## config.mk

```make
export PLATFORM = sky130hd
export DESIGN_NAME = bist_ora_misr
export DESIGN_NICKNAME = d
export VERILOG_FILES = /design/src/rtl/bist_pkg.sv /design/src/rtl/misr_3bit.sv /design/src/rtl/bist_ora_misr.sv
export SDC_FILE = /design/constraint.sdc
export NUM_CORES = 1
export LEC_CHECK = 0
export CAP_MARGIN = 20
export CELL_PAD_IN_SITES_DETAIL_PLACEMENT = 0
export CELL_PAD_IN_SITES_GLOBAL_PLACEMENT = 1
export CORE_UTILIZATION = 31
export CTS_BUF_LIST = sky130_fd_sc_hd__clkbuf_8 sky130_fd_sc_hd__clkbuf_16
export CTS_CLUSTER_DIAMETER = 200
export DETAILED_ROUTE_END_ITERATION = 8
export PLACE_DENSITY = 0.74
export SLEW_MARGIN = 20
export SYNTH_ARGS = -nofsm -noshare
export SYNTH_HDL_FRONTEND = slang
export SYNTH_SLANG_ARGS = --single-unit
export TNS_END_PERCENT = 5
```

## constraint.sdc

```tcl
create_clock -name clock -period 1.6 [get_ports clock]
set_input_delay 0.4 -clock clock [delete_from_list [all_inputs] [get_ports clock]]
set_output_delay 0.4 -clock clock [all_outputs]
set_load 0.05 [all_outputs]
```

## src/rtl/bist_pkg.sv

```systemverilog
// Shared constants and state encoding for the BIST output-response analyser.
package bist_pkg;
  localparam int MISR_W = 3;
  // Feedback taps of x^3+x+1: the shifted-out bit folds back into bits 1 and 0.
  localparam logic [MISR_W-1:0] MISR_TAPS = 3'b011;

  typedef enum logic [1:0] {
    ST_IDLE    = 2'd0,
    ST_CAPTURE = 2'd1,
    ST_COMPARE = 2'd2,
    ST_DONE    = 2'd3
  } state_e;
endpackage

```

## src/rtl/misr_3bit.sv

```systemverilog
// 3-bit multiple-input signature register, polynomial x^3+x+1, 2-bit parallel input.
module misr_3bit
  import bist_pkg::*;
(
  input  logic              clock,
  input  logic              reset,
  input  logic              load,
  input  logic [MISR_W-1:0] seed,
  input  logic              en,
  input  logic [1:0]        d,
  output logic [MISR_W-1:0] q
);
  logic [MISR_W-1:0] nxt;

  // n0 = s2^d0, n1 = s0^s2^d1, n2 = s1
  always_comb begin
    nxt = {q[MISR_W-2:0], 1'b0} ^ (q[MISR_W-1] ? MISR_TAPS : '0) ^ {1'b0, d};
  end

  always_ff @(posedge clock) begin
    if (reset)     q <= seed;
    else if (load) q <= seed;
    else if (en)   q <= nxt;
  end
endmodule

```

## src/rtl/bist_ora_misr.sv

```systemverilog
// BIST output-response analyser: compacts PATTERNS CUT responses into a MISR
// and compares the final signature against GOLDEN.
module bist_ora_misr
  import bist_pkg::*;
#(
  parameter int                PATTERNS = 7,
  parameter logic [MISR_W-1:0] SEED     = 3'b000,
  parameter logic [MISR_W-1:0] GOLDEN   = 3'b101
) (
  input  logic              clock,
  input  logic              reset,
  input  logic              start,
  input  logic              resp_valid,
  input  logic [1:0]        resp,
  output logic [MISR_W-1:0] signature,
  output logic              busy,
  output logic              done,
  output logic              pass,
  output logic              fail
);
  localparam int CNT_W = $clog2(PATTERNS + 1);
  localparam logic [CNT_W-1:0] CNT_FULL = CNT_W'(PATTERNS);

  state_e           state;
  logic [CNT_W-1:0] cnt;
  logic             launch;
  logic             capture;

  assign launch  = start && (state == ST_IDLE || state == ST_DONE);
  // Once cnt reaches PATTERNS further valids are dropped, so the counter cannot wrap.
  assign capture = (state == ST_CAPTURE) && resp_valid && (cnt != CNT_FULL);

  misr_3bit u_misr (
    .clock (clock),
    .reset (reset),
    .load  (launch),
    .seed  (SEED),
    .en    (capture),
    .d     (resp),
    .q     (signature)
  );

  // The last capture sets cnt to PATTERNS; the following edge moves to COMPARE,
  // which lasts one cycle, so done rises two edges after the last capture.
  always_ff @(posedge clock) begin
    if (reset) begin
      state <= ST_IDLE;
      cnt   <= '0;
      pass  <= 1'b0;
      fail  <= 1'b0;
    end else begin
      case (state)
        ST_IDLE, ST_DONE: begin
          if (start) begin
            state <= ST_CAPTURE;
            cnt   <= '0;
            pass  <= 1'b0;
            fail  <= 1'b0;
          end
        end
        ST_CAPTURE: begin
          if (capture)               cnt   <= cnt + 1'b1;
          else if (cnt == CNT_FULL)  state <= ST_COMPARE;
        end
        ST_COMPARE: begin
          pass  <= (signature == GOLDEN);
          fail  <= (signature != GOLDEN);
          state <= ST_DONE;
        end
        default: state <= ST_IDLE;
      endcase
    end
  end

  assign busy = (state == ST_CAPTURE) || (state == ST_COMPARE);
  assign done = (state == ST_DONE);
endmodule

```

### Word-level counts from Yosys, hierarchy flattened

Cells that the tools add are included.

* divide/modulo/power cells: 0
* eq/ne operators: 11
* reduce and logical (&&, ||, !) cells: 13
* $add $sub $neg: 1
* $mul: 0
* $lt $le $gt $ge: 0
* mux-type cells: 11
* shifts and indexed selects: 0
* bitwise logic cells: 2

Operator list (number)
* $mux W2: 4
* $ne A2 B2 Y1 const B: 4
* $eq A3 B3 Y1 const B: 2
* $mux W3: 2
* $ne A3 B3 Y1 const B: 2
* $pmux W2 S3: 1
* $pmux W3 S2: 1
* $reduce_and A3 Y1: 2
* $eq A2 B2 Y1 const B: 2
* $pmux W1 S2: 2
* $reduce_bool A2 Y1: 2
* $reduce_or A2 Y1: 2
* $add A3 B1 Y3 const B: 1
* $logic_and A1 B1 Y1: 3
* $xor A3 B2 Y3: 1
* $xor A3 B3 Y3: 1
* $eq A2 B1 Y1 const B: 1
* $logic_not A2 Y1: 1
* $logic_or A1 B1 Y1: 2
* $reduce_and A2 Y1: 1
* $mux W1: 1

* output and inout bits: 7
* input bits: 6
* memory bits (writable): 0
* flip-flop bits (word level): 10
* ROM bits: 0
* word-level logic and storage cells: 43
* memories kept: 0
* latch bits: 0

### Longest topological paths before layout

Gate-level depths: netlist (run 1).

* depth in word-level cells: 5
* depth in mapped cells: 6
* gate-level depth less buffers: 6

### Cells and area by module

Synthesis (run 1) repeated with hierarchy kept, for this count alone.

* cells, all modules: 58
* area total of the unflattened synthesis: 613.1 µm²

By module, submodules not included
* bist_ora_misr: seq. area each 140.1 µm², cells each 48, instances 1, area each 442.9 µm²
* misr_3bit: seq. area each 90.1 µm², cells each 10, instances 1, area each 170.2 µm²

### Least setup slack after synthesis (run 1)

Ideal clock, no wire load.

* path kind: register to register
* start: reg cnt[0]
* end: reg cnt[0]
* arrival: 1.409 ns
* data required time: 1.476 ns
* stages on the path, launching flop included: 7
* path buffers: 0
* period minus slack after synthesis: 1.533 ns
* slack: 0.067 ns
* setup time: 0.124 ns
* cell sequence: dfxtp_1 -> ha_1 -> ha_1 -> nand2b_1 -> a211oi_4 -> mux2i_1 -> nor2_1

* word-level cells in the longest chain between the ends: 4
* elaborated cells between the ends (all ways): 7
* classes of those cells: add/sub: 1; eq/ne: 2; mux: 2; reduce/logical: 2

Ends and longest elaborated chain
* start: declaration: RTL line bist_ora_misr.sv:25 `logic [CNT_W-1:0] cnt;`
* start signal: assignment: RTL line bist_ora_misr.sv:62 `if (capture) cnt <= cnt + 1'b1;`
* parallel branches: the longest is 4 deep, another holds $add A3 B1 Y3

Several ways; the timed one is not identified. The select of a mux whose other input is x is not followed.
A chain may end at the register's enable or synchronous reset.

### Worst setup path after layout (run 1)

* start: reg state[0]
* end: out busy

* word-level cells in the longest chain between the ends: 2
* elaborated cells between the ends (all ways): 3
* classes of those cells: eq/ne: 2; reduce/logical: 1

Ends and longest elaborated chain
* start: declaration: RTL line bist_ora_misr.sv:24 `state_e state;`
* start signal: assignment: RTL line bist_ora_misr.sv:47 `state <= ST_IDLE;`
* start signal: assignment: RTL line bist_ora_misr.sv:55 `state <= ST_CAPTURE;`
* start signal: assignment: RTL line bist_ora_misr.sv:63 `else if (cnt == CNT_FULL) state <= ST_COMPARE;`
* $eq A2 B1 Y1 or $eq A2 B2 Y1 (tied branches): RTL line bist_ora_misr.sv:75 `assign busy = (state == ST_CAPTURE) || (state == ST_COMPARE);`
* $logic_or A1 B1 Y1 *: RTL line bist_ora_misr.sv:75
* end: declaration: RTL line bist_ora_misr.sv:16 `output logic busy,`

Mark *: on every way between the ends. The rest lies on a longest branch, timed or not.

==> summary.md, run 1 <==
| Metric | Value |
|---|---|
| Status | `completed` |
| Clk_skew | `0.005452 ns` |
| Slew HR | `79.22%` |
| Synth unique cells | `23` |
| Worst Setup Slack, final | `0.02349 ns` |
| Hold_sp | `cnt[2]` |
| Clock power frac | `23.3%` |
| Clk sinks | `10` |
| Avg Vias per Cell | `4.842` |
| Cts hold-fix bufs | `0` |
| Num CTS Buffers | `3` |
| Fin crit share | `98.53%` |
| Rows | `14` |
| Clock tree buffer depth | `2` |
| RSZ-0062 raised after global routing | `yes` |
| Core area | `0.001577 sq mm` |
| Initial Util | `35.08%` |
| Slew @ Worst Pin | `0.3117 ns` |
| MaxCap Viol Count | `0` |
| Final Setup Violations | `0` |
| Final routed DRC violation total | `0` |
| GRT overflow | `0` |
| Htree depth | `1` |
| Vias in the first global route | `473` |
| Area growth syn-to-layout | `61.76%` |
| DR pass1 iterations | `5` |
| Antenna violations before repair | `0` |
| Clock Latency Late Sink | `0.24 ns` |
| DR vias | `489` |
| Gr usage total | `15.42%` |
| Layout cells sized above 1 | `34.12%` |
| Net load switching power | `0.5080 mW` |
| Max stage delay cell, worst path | `dfxtp_2` |
| Root Driver | `clkbuf_8` |
| Die area | `0.001957 sq mm` |
| Max VDD drop | `598.4 uV` |
| First-pass GRT wire length | `2132 microns` |
| Post-synthesis sequential area ratio | `36.20%` |
| #FFs+latches synth | `10` |
| Post-route cell area | `894.6 sq um` |
| Die width | `44.24 microns` |
| Largest net degree at the start of global routing | `8` |
| Multi-input logic area | `355.3 sq um` |
| Syn_nets | `75` |
| Int Pwr | `0.8703 mW` |
| WL met3 | `25 microns` |
| Metal2 WL | `613 microns` |
| Crit path launch | `state[0]` |
| Wl on met1 | `561 microns` |
| Buf/Inv on CP | `4` |
| Worst-path clk slew | `0.05 ns` |
| Crit-path max cell delay | `0.34 ns` |
| Slew Limit Fails | `0` |
| Ys flop type | `dfxtp_1` |
| CP cell instances | `inv_2, ha_4, buf_6, inv_4, buf_12` |
| Nets | `97` |
| Peak Freq | `0.6343 GHz` |
| FILL cells | `141` |
| Gate power share | `52.3%` |
| DR top layer | `met4` |
| Pre-CTS WS | `-0.1149 ns` |
| Initial DRC count | `8` |
| Crit path launch type | `flip-flop` |
| Power per cell area | `1541 mW/mm^2` |
| N_diodes | `0` |
| FFs w/ async S/R, synth | `0%` |
| Sequential share of power | `24.4%` |
| Class of the most critical hold timing path | `reg2reg` |
| Final min period | `1.577 ns` |
| # IOs | `13` |
| Worst R2R Start | `cnt[0]` |
| Most common cell after layout, fill and taps aside | `nor2_1` |
| Maximum fanout along the worst path | `4` |
| Delay-heaviest family, CP | `flip-flops` |
| Kind of critical path | `reg2out` |
| Critical Path RT | `1.20 ns` |
| Register area | `203.9 sq um` |
| Synthesized area | `553.0 sq um` |
| Commonest non-fill, non-tap cells in the layout | `nor2_1, dfxtp_1, buf_12, buf_4` |
| Post-detail-place hpwl | `909.6 microns` |
| Arr. time, crit path | `1.18 ns` |
| GPL Wtd Cong | `0.7544` |
| Yosys warns | `0` |
| Syn Inst Count | `64` |
| CTS tree | `yes` |
| Post-DP Area | `797.0 sq um` |
| Final antenna-violating net count | `0` |
| Crit. End Element | `primary output` |
| Chip height | `44.24 microns` |
| Final hold vios | `0` |
| Number of synthesized flops with an enable pin | `0` |
| Routed len/inst | `11.97 microns` |
| Leak | `0.3806 nW` |
| Mean Syn Cell Area | `8.641 sq um` |
| WL final | `1209 microns` |
| Sw Ratio | `36.86%` |
| I/O Buffers | `12` |
worst paths after layout:
check	slack [ns]	endpoint	cells past startpoint
worst max register to register	0.07	cnt[1]	6
worst min register to register	0.52	cnt[2]	2
worst max-delay path	0.02	busy	5
worst min-delay path	0.52	cnt[2]	2
metrics by stage:
stage / cells / utilization, % / TNS (ns) / hold WS (ns) / power (mW)
CTS: 100 / 55.71 / 0 / 0.5166 / 1.355
detailed placement: 96 / 50.56 / -0.3143 / 0.5043 / 0.9741
global route: 101 / 56.75 / -0.05003 / 0.5714 / 1.463
global placement: 96 / 50.56 / -0.2134 / 0.4988 / 0.9709
finish: 101 / 56.75 / 0 / 0.5168 / 1.378
floorplan: 64 / - / 0 / 0.4530 / 0.7285
final cells by class:
class,instances,share of cell area (%)
flip-flops and latches,10,22.80
inverters,3,1.538
multi-input cells,49,39.72
clock buffers,4,6.154
well taps,16,2.238
repair buffers,19,27.55
cells by family (layout without fill, tap and decap cells):
kind of cell	Yosys count	after routing	share of synthesized area [%]
adder cells (fa/ha/maj)	5	5	11.31
buffers and inverters	5	26	4.072
flip-flops	10	10	36.20
XOR/XNOR	3	3	4.752
AO/OA/AOI/OAI	10	10	13.57
multiplexers	3	3	5.430
AND/OR/NAND/NOR	28	28	24.66
cells in the mapped netlist, types with 2 or more instances:
cell	instances	area [sq um]
inv_1	3	11.26
a21oi_1	5	25.02
ha_1	5	62.56
xnor2_1	2	17.52
mux2i_1	3	30.03
nor2_1	11	41.29
nor2b_1	3	18.77
nand2b_1	3	18.77
nand3_1	2	10.01
nand2_1	4	15.01
and2_1	2	12.51
dfxtp_1	10	200.2
registers in the layout (all words and copies together), names as in the netlist:
name / flops
fail: 1
cnt: 3
pass: 1
u_misr.q: 3
state: 2
power groups by stage:
stage	combinational [mW]	clock, mW	sequential (mW)
final	0.721	0.321	0.336
after global routing	0.778	0.341	0.345
after CTS	0.694	0.328	0.332
after detailed placement	0.646	0	0.328
after global placement	0.643	0	0.328
after floorplan	0.383	0	0.345
tightest hold or removal path: stages, from the launching register on:
cell and delay (ns):
dfxtp_1 0.34, mux2i_1 0.07, nor2_1 0.07
repair_timing:
action / CTS / global route
endpoints found under the hold margin: 0 / 0
endpoints found under the setup margin: 4 / 4
pin swaps: 1 / 2
buffers inserted: 0 / 1
gates resized for setup: 7 / 4
metal layers:
| metal | up-vias | track usage [%] |
|---|---|---|
| met3 | 2 | 3.673 |
| li1 | 252 | - |
| met2 | 11 | 25.29 |
| met5 | - | 0 |
| met1 | 224 | 18.16 |
| met4 | 0 | 9.091 |
No activity file was read; power rests on OpenSTA's default activity.
==> run 2: changes to the inputs <==
--- a/config.mk
+++ b/config.mk
@@ -13,7 +13,7 @@
 export CTS_CLUSTER_DIAMETER = 200
 export DETAILED_ROUTE_END_ITERATION = 8
 export PLACE_DENSITY = 0.74
-export SLEW_MARGIN = 20
+export SLEW_MARGIN = 15
 export SYNTH_ARGS = -nofsm -noshare
 export SYNTH_HDL_FRONTEND = slang
 export SYNTH_SLANG_ARGS = --single-unit
==> results of run 2 <==
Final layout, timing and power as in run 1 (identical DEF).
